==> src/rtl/storage_arbiter_pkg.sv <==
// storage_arbiter_pkg: shared constants and state encodings for the storage arbiter
// Contents: requester indices, arbiter FSM states, default bus widths.
package storage_arbiter_pkg;
    localparam int REQ_INPUT  = 0;
    localparam int REQ_CALC   = 1;
    localparam int REQ_DISP   = 2;
    localparam int NUM_REQ    = 3;
    localparam int DEF_ADDR_W = 8;
    localparam int DEF_DATA_W = 32;
    typedef enum logic [1:0] {ARB_IDLE, ARB_OWN, ARB_BLOCK} arb_state_t;
endpackage

==> src/rtl/storage_arbiter_if.sv <==
// storage_arbiter_if: requester and storage bus bundle around the storage arbiter
// Signals: req/we/addr/wdata (per requester, packed {disp,calc,input}), gnt/rvalid/rdata/hold_err back to
// requesters, storage_addr/storage_wdata/storage_we/storage_rdata to and from Matrix_storage.
// Modports: master = requesters plus storage side, slave = arbiter.
interface storage_arbiter_if import storage_arbiter_pkg::*; #(
    parameter int ADDR_W = DEF_ADDR_W,
    parameter int DATA_W = DEF_DATA_W
);
    logic [NUM_REQ-1:0]        req, we, gnt, rvalid;
    logic [NUM_REQ*ADDR_W-1:0] addr;
    logic [NUM_REQ*DATA_W-1:0] wdata;
    logic [DATA_W-1:0]         rdata, storage_wdata, storage_rdata;
    logic [ADDR_W-1:0]         storage_addr;
    logic                      hold_err, storage_we;
    modport master (
        output req, we, addr, wdata, storage_rdata,
        input  gnt, rvalid, rdata, hold_err, storage_addr, storage_wdata, storage_we
    );
    modport slave (
        input  req, we, addr, wdata, storage_rdata,
        output gnt, rvalid, rdata, hold_err, storage_addr, storage_wdata, storage_we
    );
endinterface

==> src/rtl/storage_arbiter_picker.sv <==
// storage_arbiter_picker: combinational one-hot winner select among eligible requests
// Ports: req (eligible requests), ptr (last owner, round-robin build only), pick (one-hot winner or 0).
// STORAGE_ARB_RR_EN defined: round-robin starting after ptr; undefined: fixed calc > input > display.
module storage_arbiter_picker import storage_arbiter_pkg::*; (
    input  logic [NUM_REQ-1:0] req,
`ifdef STORAGE_ARB_RR_EN
    input  logic [1:0]         ptr,
`endif
    output logic [NUM_REQ-1:0] pick
);
`ifdef STORAGE_ARB_RR_EN
    logic [1:0] j;
    // Walk from the lowest priority slot up so the slot right after ptr wins last.
    always_comb begin
        pick = '0;
        j = '0;
        for (int k = NUM_REQ; k >= 1; k--) begin
            j = 2'((int'(ptr) + k) % NUM_REQ);
            if (req[j]) pick = NUM_REQ'(1) << j;
        end
    end
`else
    assign pick = req[REQ_CALC]  ? NUM_REQ'(1) << REQ_CALC  :
                  req[REQ_INPUT] ? NUM_REQ'(1) << REQ_INPUT :
                  req[REQ_DISP]  ? NUM_REQ'(1) << REQ_DISP  : '0;
`endif
endmodule

==> src/rtl/storage_arbiter.sv <==
// storage_arbiter: req/gnt arbiter for single-port Matrix_storage with ownership lock, read-valid and hold watchdog
// Ports: clk, sys_rst (async, active-high), bus (storage_arbiter_if.slave: requester and storage signals).
// Parameters: ADDR_W, DATA_W, MAX_HOLD (max consecutive grant cycles, 0 disables watchdog).
// Build option: STORAGE_ARB_RR_EN selects round-robin instead of fixed priority.
module storage_arbiter import storage_arbiter_pkg::*; #(
    parameter int ADDR_W   = DEF_ADDR_W,
    parameter int DATA_W   = DEF_DATA_W,
    parameter int MAX_HOLD = 4096
) (
    input logic clk,
    input logic sys_rst,
    storage_arbiter_if.slave bus
);
    localparam int HW = MAX_HOLD > 1 ? $clog2(MAX_HOLD) : 1;
    arb_state_t         state;
    logic [NUM_REQ-1:0] gnt, blk, rvalid, pick;
    logic [HW-1:0]      hold_cnt;
    logic               hold_err, swe;
`ifdef STORAGE_ARB_RR_EN
    logic [1:0]         rr_ptr;
    storage_arbiter_picker u_picker (.req(bus.req & ~blk), .ptr(rr_ptr), .pick(pick));
`else
    storage_arbiter_picker u_picker (.req(bus.req & ~blk), .pick(pick));
`endif
    always_ff @(posedge clk or posedge sys_rst) begin
        if (sys_rst) begin
            state    <= ARB_IDLE;
            gnt      <= '0;
            blk      <= '0;
            rvalid   <= '0;
            hold_err <= 1'b0;
            hold_cnt <= '0;
`ifdef STORAGE_ARB_RR_EN
            rr_ptr   <= '0;
`endif
        end else begin
            rvalid   <= gnt & bus.req & ~bus.we;
            hold_err <= 1'b0;
            // A revoked requester stays masked until it lowers its request.
            blk      <= blk & bus.req;
            if (state == ARB_OWN) begin
                if (!(|(gnt & bus.req))) begin
                    gnt   <= '0;
                    state <= ARB_IDLE;
                end else if (MAX_HOLD != 0 && hold_cnt == HW'(MAX_HOLD - 1)) begin
                    gnt      <= '0;
                    blk      <= gnt;
                    hold_err <= 1'b1;
                    state    <= ARB_BLOCK;
                end else if (hold_cnt != '1) begin
                    hold_cnt <= hold_cnt + 1'b1;
                end
            end else if (|pick) begin
                gnt      <= pick;
                hold_cnt <= '0;
                state    <= ARB_OWN;
`ifdef STORAGE_ARB_RR_EN
                rr_ptr   <= {pick[REQ_DISP], pick[REQ_CALC]};
`endif
            end else if (state == ARB_BLOCK && !(|(blk & bus.req))) begin
                state <= ARB_IDLE;
            end
        end
    end
    always_comb begin
        bus.storage_addr  = '0;
        bus.storage_wdata = '0;
        swe = 1'b0;
        for (int i = 0; i < NUM_REQ; i++)
            if (gnt[i]) begin
                bus.storage_addr  = bus.addr[i*ADDR_W +: ADDR_W];
                bus.storage_wdata = bus.wdata[i*DATA_W +: DATA_W];
                swe = bus.we[i];
            end
    end
    // Write strobe is killed by reset combinationally, not just via the cleared grant.
    assign bus.storage_we = swe & ~sys_rst;
    assign bus.gnt        = gnt;
    assign bus.rvalid     = rvalid;
    assign bus.hold_err   = hold_err;
    assign bus.rdata      = bus.storage_rdata;
endmodule

==> src/flat_wrapper.sv <==
// flat-port wrapper written by rule: the top's interface ports become plain ports
module storage_arbiter_flat import storage_arbiter_pkg::*;
#(
    parameter int ADDR_W   = DEF_ADDR_W,
    parameter int DATA_W   = DEF_DATA_W,
    parameter int MAX_HOLD = 4096
)
  (clk, sys_rst, bus_req, bus_we, bus_addr, bus_wdata, bus_storage_rdata, bus_gnt, bus_rvalid, bus_rdata, bus_hold_err, bus_storage_addr, bus_storage_wdata, bus_storage_we);
  storage_arbiter_if #(.ADDR_W(ADDR_W), .DATA_W(DATA_W)) bus_i ();
  input logic clk;
  input logic sys_rst;
  input wire logic [$bits(bus_i.req)-1:0] bus_req;
  input wire logic [$bits(bus_i.we)-1:0] bus_we;
  input wire logic [$bits(bus_i.addr)-1:0] bus_addr;
  input wire logic [$bits(bus_i.wdata)-1:0] bus_wdata;
  input wire logic [$bits(bus_i.storage_rdata)-1:0] bus_storage_rdata;
  output wire logic [$bits(bus_i.gnt)-1:0] bus_gnt;
  output wire logic [$bits(bus_i.rvalid)-1:0] bus_rvalid;
  output wire logic [$bits(bus_i.rdata)-1:0] bus_rdata;
  output wire logic [$bits(bus_i.hold_err)-1:0] bus_hold_err;
  output wire logic [$bits(bus_i.storage_addr)-1:0] bus_storage_addr;
  output wire logic [$bits(bus_i.storage_wdata)-1:0] bus_storage_wdata;
  output wire logic [$bits(bus_i.storage_we)-1:0] bus_storage_we;
  assign bus_i.req = bus_req;
  assign bus_i.we = bus_we;
  assign bus_i.addr = bus_addr;
  assign bus_i.wdata = bus_wdata;
  assign bus_i.storage_rdata = bus_storage_rdata;
  assign bus_gnt = bus_i.gnt;
  assign bus_rvalid = bus_i.rvalid;
  assign bus_rdata = bus_i.rdata;
  assign bus_hold_err = bus_i.hold_err;
  assign bus_storage_addr = bus_i.storage_addr;
  assign bus_storage_wdata = bus_i.storage_wdata;
  assign bus_storage_we = bus_i.storage_we;
  storage_arbiter #(.ADDR_W(ADDR_W), .DATA_W(DATA_W), .MAX_HOLD(MAX_HOLD)) u_core (.clk(clk), .sys_rst(sys_rst), .bus(bus_i));
endmodule
==> config.mk <==
export PLATFORM = sky130hd
export DESIGN_NAME = storage_arbiter_flat
export DESIGN_NICKNAME = d
export VERILOG_FILES = /design/src/rtl/storage_arbiter_pkg.sv /design/src/rtl/storage_arbiter_if.sv /design/src/rtl/storage_arbiter_picker.sv /design/src/rtl/storage_arbiter.sv /design/src/flat_wrapper.sv
export SDC_FILE = /design/constraint.sdc
export NUM_CORES = 1
export LEC_CHECK = 0
export CORE_AREA = 2 2 94 96
export DETAILED_ROUTE_END_ITERATION = 8
export DIE_AREA = 0 0 96 98
export GPL_TIMING_DRIVEN = 1
export PLACE_DENSITY = 0.78
export SKIP_LAST_GASP = 1
export SLEW_MARGIN = 5
export SYNTH_ARGS = -nofsm -noshare
export SYNTH_HDL_FRONTEND = slang
export SYNTH_SLANG_ARGS = --single-unit
==> constraint.sdc <==
create_clock -name clk -period 2.46 [get_ports clk]
set_input_delay 0.492 -clock clk [delete_from_list [all_inputs] [get_ports clk]]
set_output_delay 0.492 -clock clk [all_outputs]
set_load 0.02 [all_outputs]
After elaboration in Yosys (flattened, before gate mapping)
Cells that the tools add are included.
W data, S select, Z words.
{ "word_totals": {"register_bits": 24, "latch_bits": 0, "mem_bits_rw": 0, "rom_bits": 0, "in_bits": 160, "output_inout_bits": 80, "word_cells": 65, "memories": 0} }
{ "classes": {"add_sub_neg": 1, "n_mul": 0, "div_mod_pow": 0, "n_lt_le_gt_ge": 0, "n_eq_ne": 8, "shift": 0, "n_mux": 32, "n_bitwise": 8, "reduce_logical": 10} }
{ "ops": {"columns": ["operator", "n"], "rows": [
  ["$mux W32", 3],
  ["$mux W12", 5],
  ["$mux W3", 10],
  ["$mux W8", 3],
  ["$add A12 B1 Y12 const B", 1],
  ["$and A3 B3 Y3", 4],
  ["$eq A12 B12 Y1 const B", 1],
  ["$ne A12 B12 Y1 const B", 1],
  ["$mux W2", 5],
  ["$reduce_or A3 Y1", 3],
  ["$mux W1", 6],
  ["$ne A2 B2 Y1 const B", 3],
  ["$not A3 Y3", 2],
  ["$reduce_and A2 Y1", 2],
  ["$reduce_and A4 Y1", 1],
  ["$ne A3 B3 Y1 const B", 1],
  ["$reduce_bool A3 Y1", 1],
  ["$eq A2 B1 Y1 const B", 1],
  ["$eq A2 B2 Y1 const B", 1],
  ["$reduce_bool A2 Y1", 1],
  ["$and A1 B1 Y1", 1],
  ["$logic_and A1 B1 Y1", 1],
  ["$logic_not A1 Y1", 1],
  ["$not A1 Y1", 1]
]} }

Depth between registers and ports, before layout
Gate-level depths: netlist of run 1.
{ "logic_depth": {"word_depth": 8, "depth_mapped": 6, "ltp_nobuf": 5} }

By module
Synthesis of run 1 repeated with hierarchy kept, for this count alone.
{ "unflattened": {"cells_unflattened": 298, "hier_area_um2": 2253.4} }
{ "modules_own_cells": {"columns": ["mod", "instances", "cells_each", "area_per_inst_um2", "seq_area_each_um2"], "rows": [
  ["storage_arbiter", 1, 295, 2227.1, 600.6],
  ["storage_arbiter_picker", 1, 3, 26.3, 0.0]
]} }

Least setup slack after synthesis of run 1
Ideal clock, no wire load.
{ "synth_timing": {"path_kind": "register to output", "startpoint": "register u_core.gnt[1] (netlist: u_core.bus.gnt[1])", "endpoint": "output bus_storage_addr[0]", "arrival_time_ps": 1688, "required_time_ps": 1968, "path_slack_ps": 280, "stages_incl_launch_ff": 6, "n_path_buf": 2, "cell_sequence": "dfrtp_1 buf_2 nor2b_1 clkbuf_1 a22oi_1 o21ai_0"} }
{ "synth_via": {"elab_chain_cells": 2} }
{ "synth_rtl": {"columns": ["item", "line_no", "rtl"], "rows": [
  ["start, declared", "storage_arbiter.sv:16", "logic [NUM_REQ-1:0] gnt, blk, rvalid, pick;"],
  ["start signal, assigned", "storage_arbiter.sv:54", "gnt <= pick;"],
  ["$mux W8 (2 in a row)", "storage_arbiter.sv:70", "if (gnt[i]) begin"],
  ["end, declared", "flat_wrapper.sv:21", "output wire logic [$bits(bus_i.storage_addr)-1:0] bus_storage_addr;"]
]} }
Every way passes these cells.

Final worst setup path of run 1
{ "layout_timing": {"startpoint": "register u_core.gnt[2] (netlist: u_core.bus.gnt[2])", "endpoint": "register u_core.blk[2]"} }
{ "layout_via": {"elab_chain_cells": 4, "elab_cells_between_ends": 5, "classes_between": "3 x mux; 1 x bitwise; 1 x reduce/logical"} }
{ "layout_rtl": {"columns": ["item", "line_no", "rtl"], "rows": [
  ["$and A3 B3 Y3", "storage_arbiter.sv:42", "if (!(|(gnt & bus.req))) begin"],
  ["$reduce_or A3 Y1", "storage_arbiter.sv:42", null],
  ["$mux W3 *", "storage_arbiter.sv:42", null],
  ["$mux W3 *", "storage_arbiter.sv:41", "if (state == ARB_OWN) begin"],
  ["end signal, assigned", "storage_arbiter.sv:40", "blk <= blk & bus.req;"],
  ["end signal, assigned", "storage_arbiter.sv:47", "blk <= gnt;"],
  ["end, declared", "storage_arbiter.sv:16", null]
]} }
Every way passes the cells marked *; elsewhere a longest branch is shown, timed or not.
A chain may end at the register's enable or synchronous reset.

==> run_results.csv, run 1 <==
group,metric,value,unit
run_status,outcome,"complete, no violations",
timing,final.period_utilization,0.933,
timing,finalHoldViolations,0,
yosys,post_synth_instance_area,2220,µm²
global_routing,overflow,0,
pwr,p_switching,1.03,mW
worst_setup_path,timing.critical_path.cells,"buf_12 > a222oi_1 > nor2_1 > nand2_1 > mux2i_1",
clock_tree,clockRootBuffer,"clkbuf_8",
timing,max-slew-margin-rel,0.515,
pwr,p_clk_frac,0.107,
global_routing,antenna_found_initial,0,
timing,clock.fmax,436,MHz
worst_setup_path,crit-reg2reg-capture,"u_core.blk[2]$_DFF_PP0_",
final_layout,final_nets,602,
worst_setup_path,cp_max_stage_delay,0.65,ns
pwr,power_density,581,nW/µm²
worst_setup_path,worstSetupStartpointType,"flip-flop",
clock_tree,cts.reportedPaths.clkPinSlew,0.09,ns
floorplan,chipHeight,98,µm
worst_setup_path,cp_slowest_cell,"a222oi_1",
clock_tree,post_cts_hold_buffer_count,0,
yosys,syn_inst,302,
yosys,register_area_share_after_synthesis,0.270,
detailed_routing,vias_per_cell,5.12,
place,dpl.cell_count,543,
place,place_worst_setup_slack,-0.0996,ns
final_layout,final-instance-count-excl-fill,548,
timing,timing.hold.ws,0.514,ns
detailed_routing,antenna_left,0,
timing,timing_worst_slew_pin_value,0.721,ns
timing,setup_slack,0.164,ns
clock_tree,cts_buffers,3,
detailed_routing,route.detailed.wl_per_inst,16.2,µm
final_layout,most-common-layout-cells,"134 x clkdlybuf4s50_1, 63 x nand2_1, 40 x a22oi_1, 40 x o21ai_0, 38 x dlygate4sd2_1",
timing,fin_worst_skew,0.00563,ns
final_layout,layout.filler_cells,852,
worst_setup_path,wp_data_arrival,2.49,ns
global_routing,wire_length_of_the_first_global_routing_pass,13300,µm
pwr,report.power.total,2.28,mW
detailed_routing,vias,2805,
yosys,synth-edff-count,0,
final_layout,layout.cell_area.non_filler,3930,µm²
detailed_routing,drt-pass1-iter-count,4,
global_routing,gr-usage-all-layers,0.177,
yosys,synth-seq-cells,24,
final_layout,n_antenna_cell,0,
timing,final-setup-viol-count,0,
timing,slew_viol_final,0,
final_layout,layout.cells.most_common,"clkdlybuf4s50_1",
yosys,yosysWarningCount,0,
global_routing,via_count_of_the_first_global_routing_pass,2605,
floorplan,dieWidth,96,µm
floorplan,top_level_ports,240,
worst_setup_path,reg2regPathDepth,5,
place,place_hpwl,7230,µm
detailed_routing,drt_iter0_drc,189,
place,numPortBuffers,175,
worst_hold_path,min_path_type,"flip-flop to flip-flop",
worst_hold_path,hold_depth,1,
floorplan,die-area,9410,µm²
detailed_routing,routed_wl,8900,µm
clock_tree,cts.sink_count,24,
floorplan,core.rowCount,34,
flow_run,maxCapViolations,0,
pwr,power.switching_fraction,0.453,
final_layout,post_route_cells_drive_above_1_share,0.0500,
global_routing,largest_net_degree_at_the_start_of_global_routing,47,
yosys,syn_avg_cell_area,7.36,µm²
worst_setup_path,crit_path_max_fanout,27,
clock_tree,cts_tree,"done",
yosys,synthesis.nets,463,
place,gpl.final_weighted_congestion,0.988,
worst_hold_path,min-delay-start,"u_core.hold_cnt[3]$_DFFE_PP0P_",
yosys,post_synth_num_cell_types,41,
worst_setup_path,reg2reg_from,"u_core.bus.gnt[2]$_DFFE_PP0P_",
clock_tree,cts_buffer_depth,2,
pwr,power.combinational.fraction,0.686,
yosys,asyncSetResetFlopFracSynth,1.00,
worst_setup_path,worstSetupPathType,"flip-flop to flip-flop",
worst_hold_path,worstHoldEndpoint,"u_core.hold_cnt[3]$_DFFE_PP0P_",
worst_setup_path,regToRegSetupSlack,0.16,ns
pwr,worst_ir_drop_vdd,0.233,mV
detailed_routing,drt_drc_violations_left,0,
pwr,static-leakage-power,1.67,nW
pwr,p_int,1.25,mW
floorplan,floorplan.initialDensity,0.263,
worst_setup_path,data_required_time_at_the_worst_endpoint,2.66,ns
pwr,seqPwrFrac,0.207,
place,total_cell_area_at_the_placement_stage,3920,µm²
clock_tree,h_tree_levels,1,
worst_setup_path,worst_setup_path_end_kind,"flip-flop",
final_layout,area_growth,76.6,%
clock_tree,clock_insertion_delay_worst_skew,0.27,ns
timing,period_needed,2.30,ns
yosys,dominantRegCellSynth,"dfrtp_1",
floorplan,coreArea,8470,µm²
layout make-up:
cell class / instances / area (µm²) / area share
clock buffer: 4 / 45.0 / 0.0115
inverter: 6 / 22.5 / 0.00573
multi-input combinational: 220 / 1280 / 0.326
sequential: 24 / 602 / 0.153
tap: 108 / 135 / 0.0344
timing repair buffer: 186 / 1840 / 0.469
metal layers:
layer  vias up  global-route usage  wire (µm)
li1       1337                   -          -
met1      1296               0.230       3590
met2       150               0.288       4180
met3        22              0.0432        966
met4         0              0.0516        156
met5         -                   0          0
worst max-delay path by stage:
stage	end	from
after floorplan	bus_storage_addr[0]	u_core.bus.gnt[1]$_DFFE_PP0P_
after global placement	bus_storage_we	bus_we[0]
after detailed placement	bus_storage_we	bus_we[0]
after CTS	bus_storage_wdata[2]	u_core.bus.gnt[1]$_DFFE_PP0P_
after global routing	u_core.blk[2]$_DFF_PP0_	u_core.bus.gnt[2]$_DFFE_PP0P_
final	u_core.blk[2]$_DFF_PP0_	u_core.bus.gnt[2]$_DFFE_PP0P_
timing repair:
action | 4_1_cts | 5_1_grt
endpoints found under the setup margin | 39 | 5
endpoints found under the hold margin | 0 | 0
cloned | 0 | 0
pin swaps | 0 | 1
resized for setup | 39 | 4
buffers inserted | 0 | 1
through the flow:
stage           util  TNS [ns]
5_1_grt        0.464   -0.0377
4_1_cts        0.462         0
6_report       0.464         0
3_3_place_gp   0.463   -0.0857
2_1_floorplan      -         0
3_5_place_dp   0.463    -0.109
kinds of logic (layout without fill, tap and decap cells):
group	Yosys count	after routing	synth area share
adders and majority gates	1	1	0.00563
and+or+nand+nor	109	109	0.239
buffers and inverters	58	196	0.155
AOI/OAI and AO/OA	101	101	0.290
DFF	24	24	0.270
muxes	9	9	0.0405
flip-flops by register name (all words and copies together) (netlist names):
name / cells
u_core.bus.hold_err: 1
u_core.hold_cnt: 12
u_core.blk: 3
u_core.state: 2
u_core.bus.rvalid: 3
u_core.bus.gnt: 3
power by group through the flow:
| stage | Sequential (mW) | Combinational (mW) | Clock, mW |
|---|---|---|---|
| 6_report | 0.473 | 1.56 | 0.244 |
| 2_1_floorplan | 0.486 | 0.909 | 0 |
| 4_1_cts | 0.473 | 1.57 | 0.248 |
| 3_3_place_gp | 0.478 | 1.70 | 0 |
| 5_1_grt | 0.479 | 1.69 | 0.274 |
| 3_5_place_dp | 0.481 | 1.72 | 0 |
worst max-delay path: cells and delay by family (launching register included):
kind | cells | cell delay [ns]
buffers and inverters | 1 | 0.22
DFF | 1 | 0.55
and+or+nand+nor | 2 | 0.58
AOI/OAI and AO/OA | 1 | 0.65
muxes | 1 | 0.21
synthesized netlist by cell type (all sizes together) (2+ instances only):
library cell   n  share of area
nand2         63           0.11
clkbuf        16          0.027
a21oi          6          0.014
a31o           2         0.0079
nor3           2         0.0045
nand4          4          0.014
nor2           8          0.014
or4            2         0.0068
buf           36           0.12
nor2b          5          0.014
a22oi         40           0.14
nand2b         6          0.017
nand3          7          0.016
o21ai         41          0.092
inv            6          0.010
a31oi          3         0.0084
dfrtp         24           0.27
mux2i          9          0.041
and3           2         0.0079
nor4           5          0.020
Note: power is estimated with default switching activity, not from simulation.
==> inputs of run 2 (changes only) <==
--- a/config.mk
+++ b/config.mk
@@ -11,7 +11,6 @@
 export GPL_TIMING_DRIVEN = 1
 export PLACE_DENSITY = 0.78
 export SKIP_LAST_GASP = 1
-export SLEW_MARGIN = 5
 export SYNTH_ARGS = -nofsm -noshare
 export SYNTH_HDL_FRONTEND = slang
 export SYNTH_SLANG_ARGS = --single-unit
==> results of run 2 <==
Same layout as run 1: the final DEF is identical, and so are final timing and power.
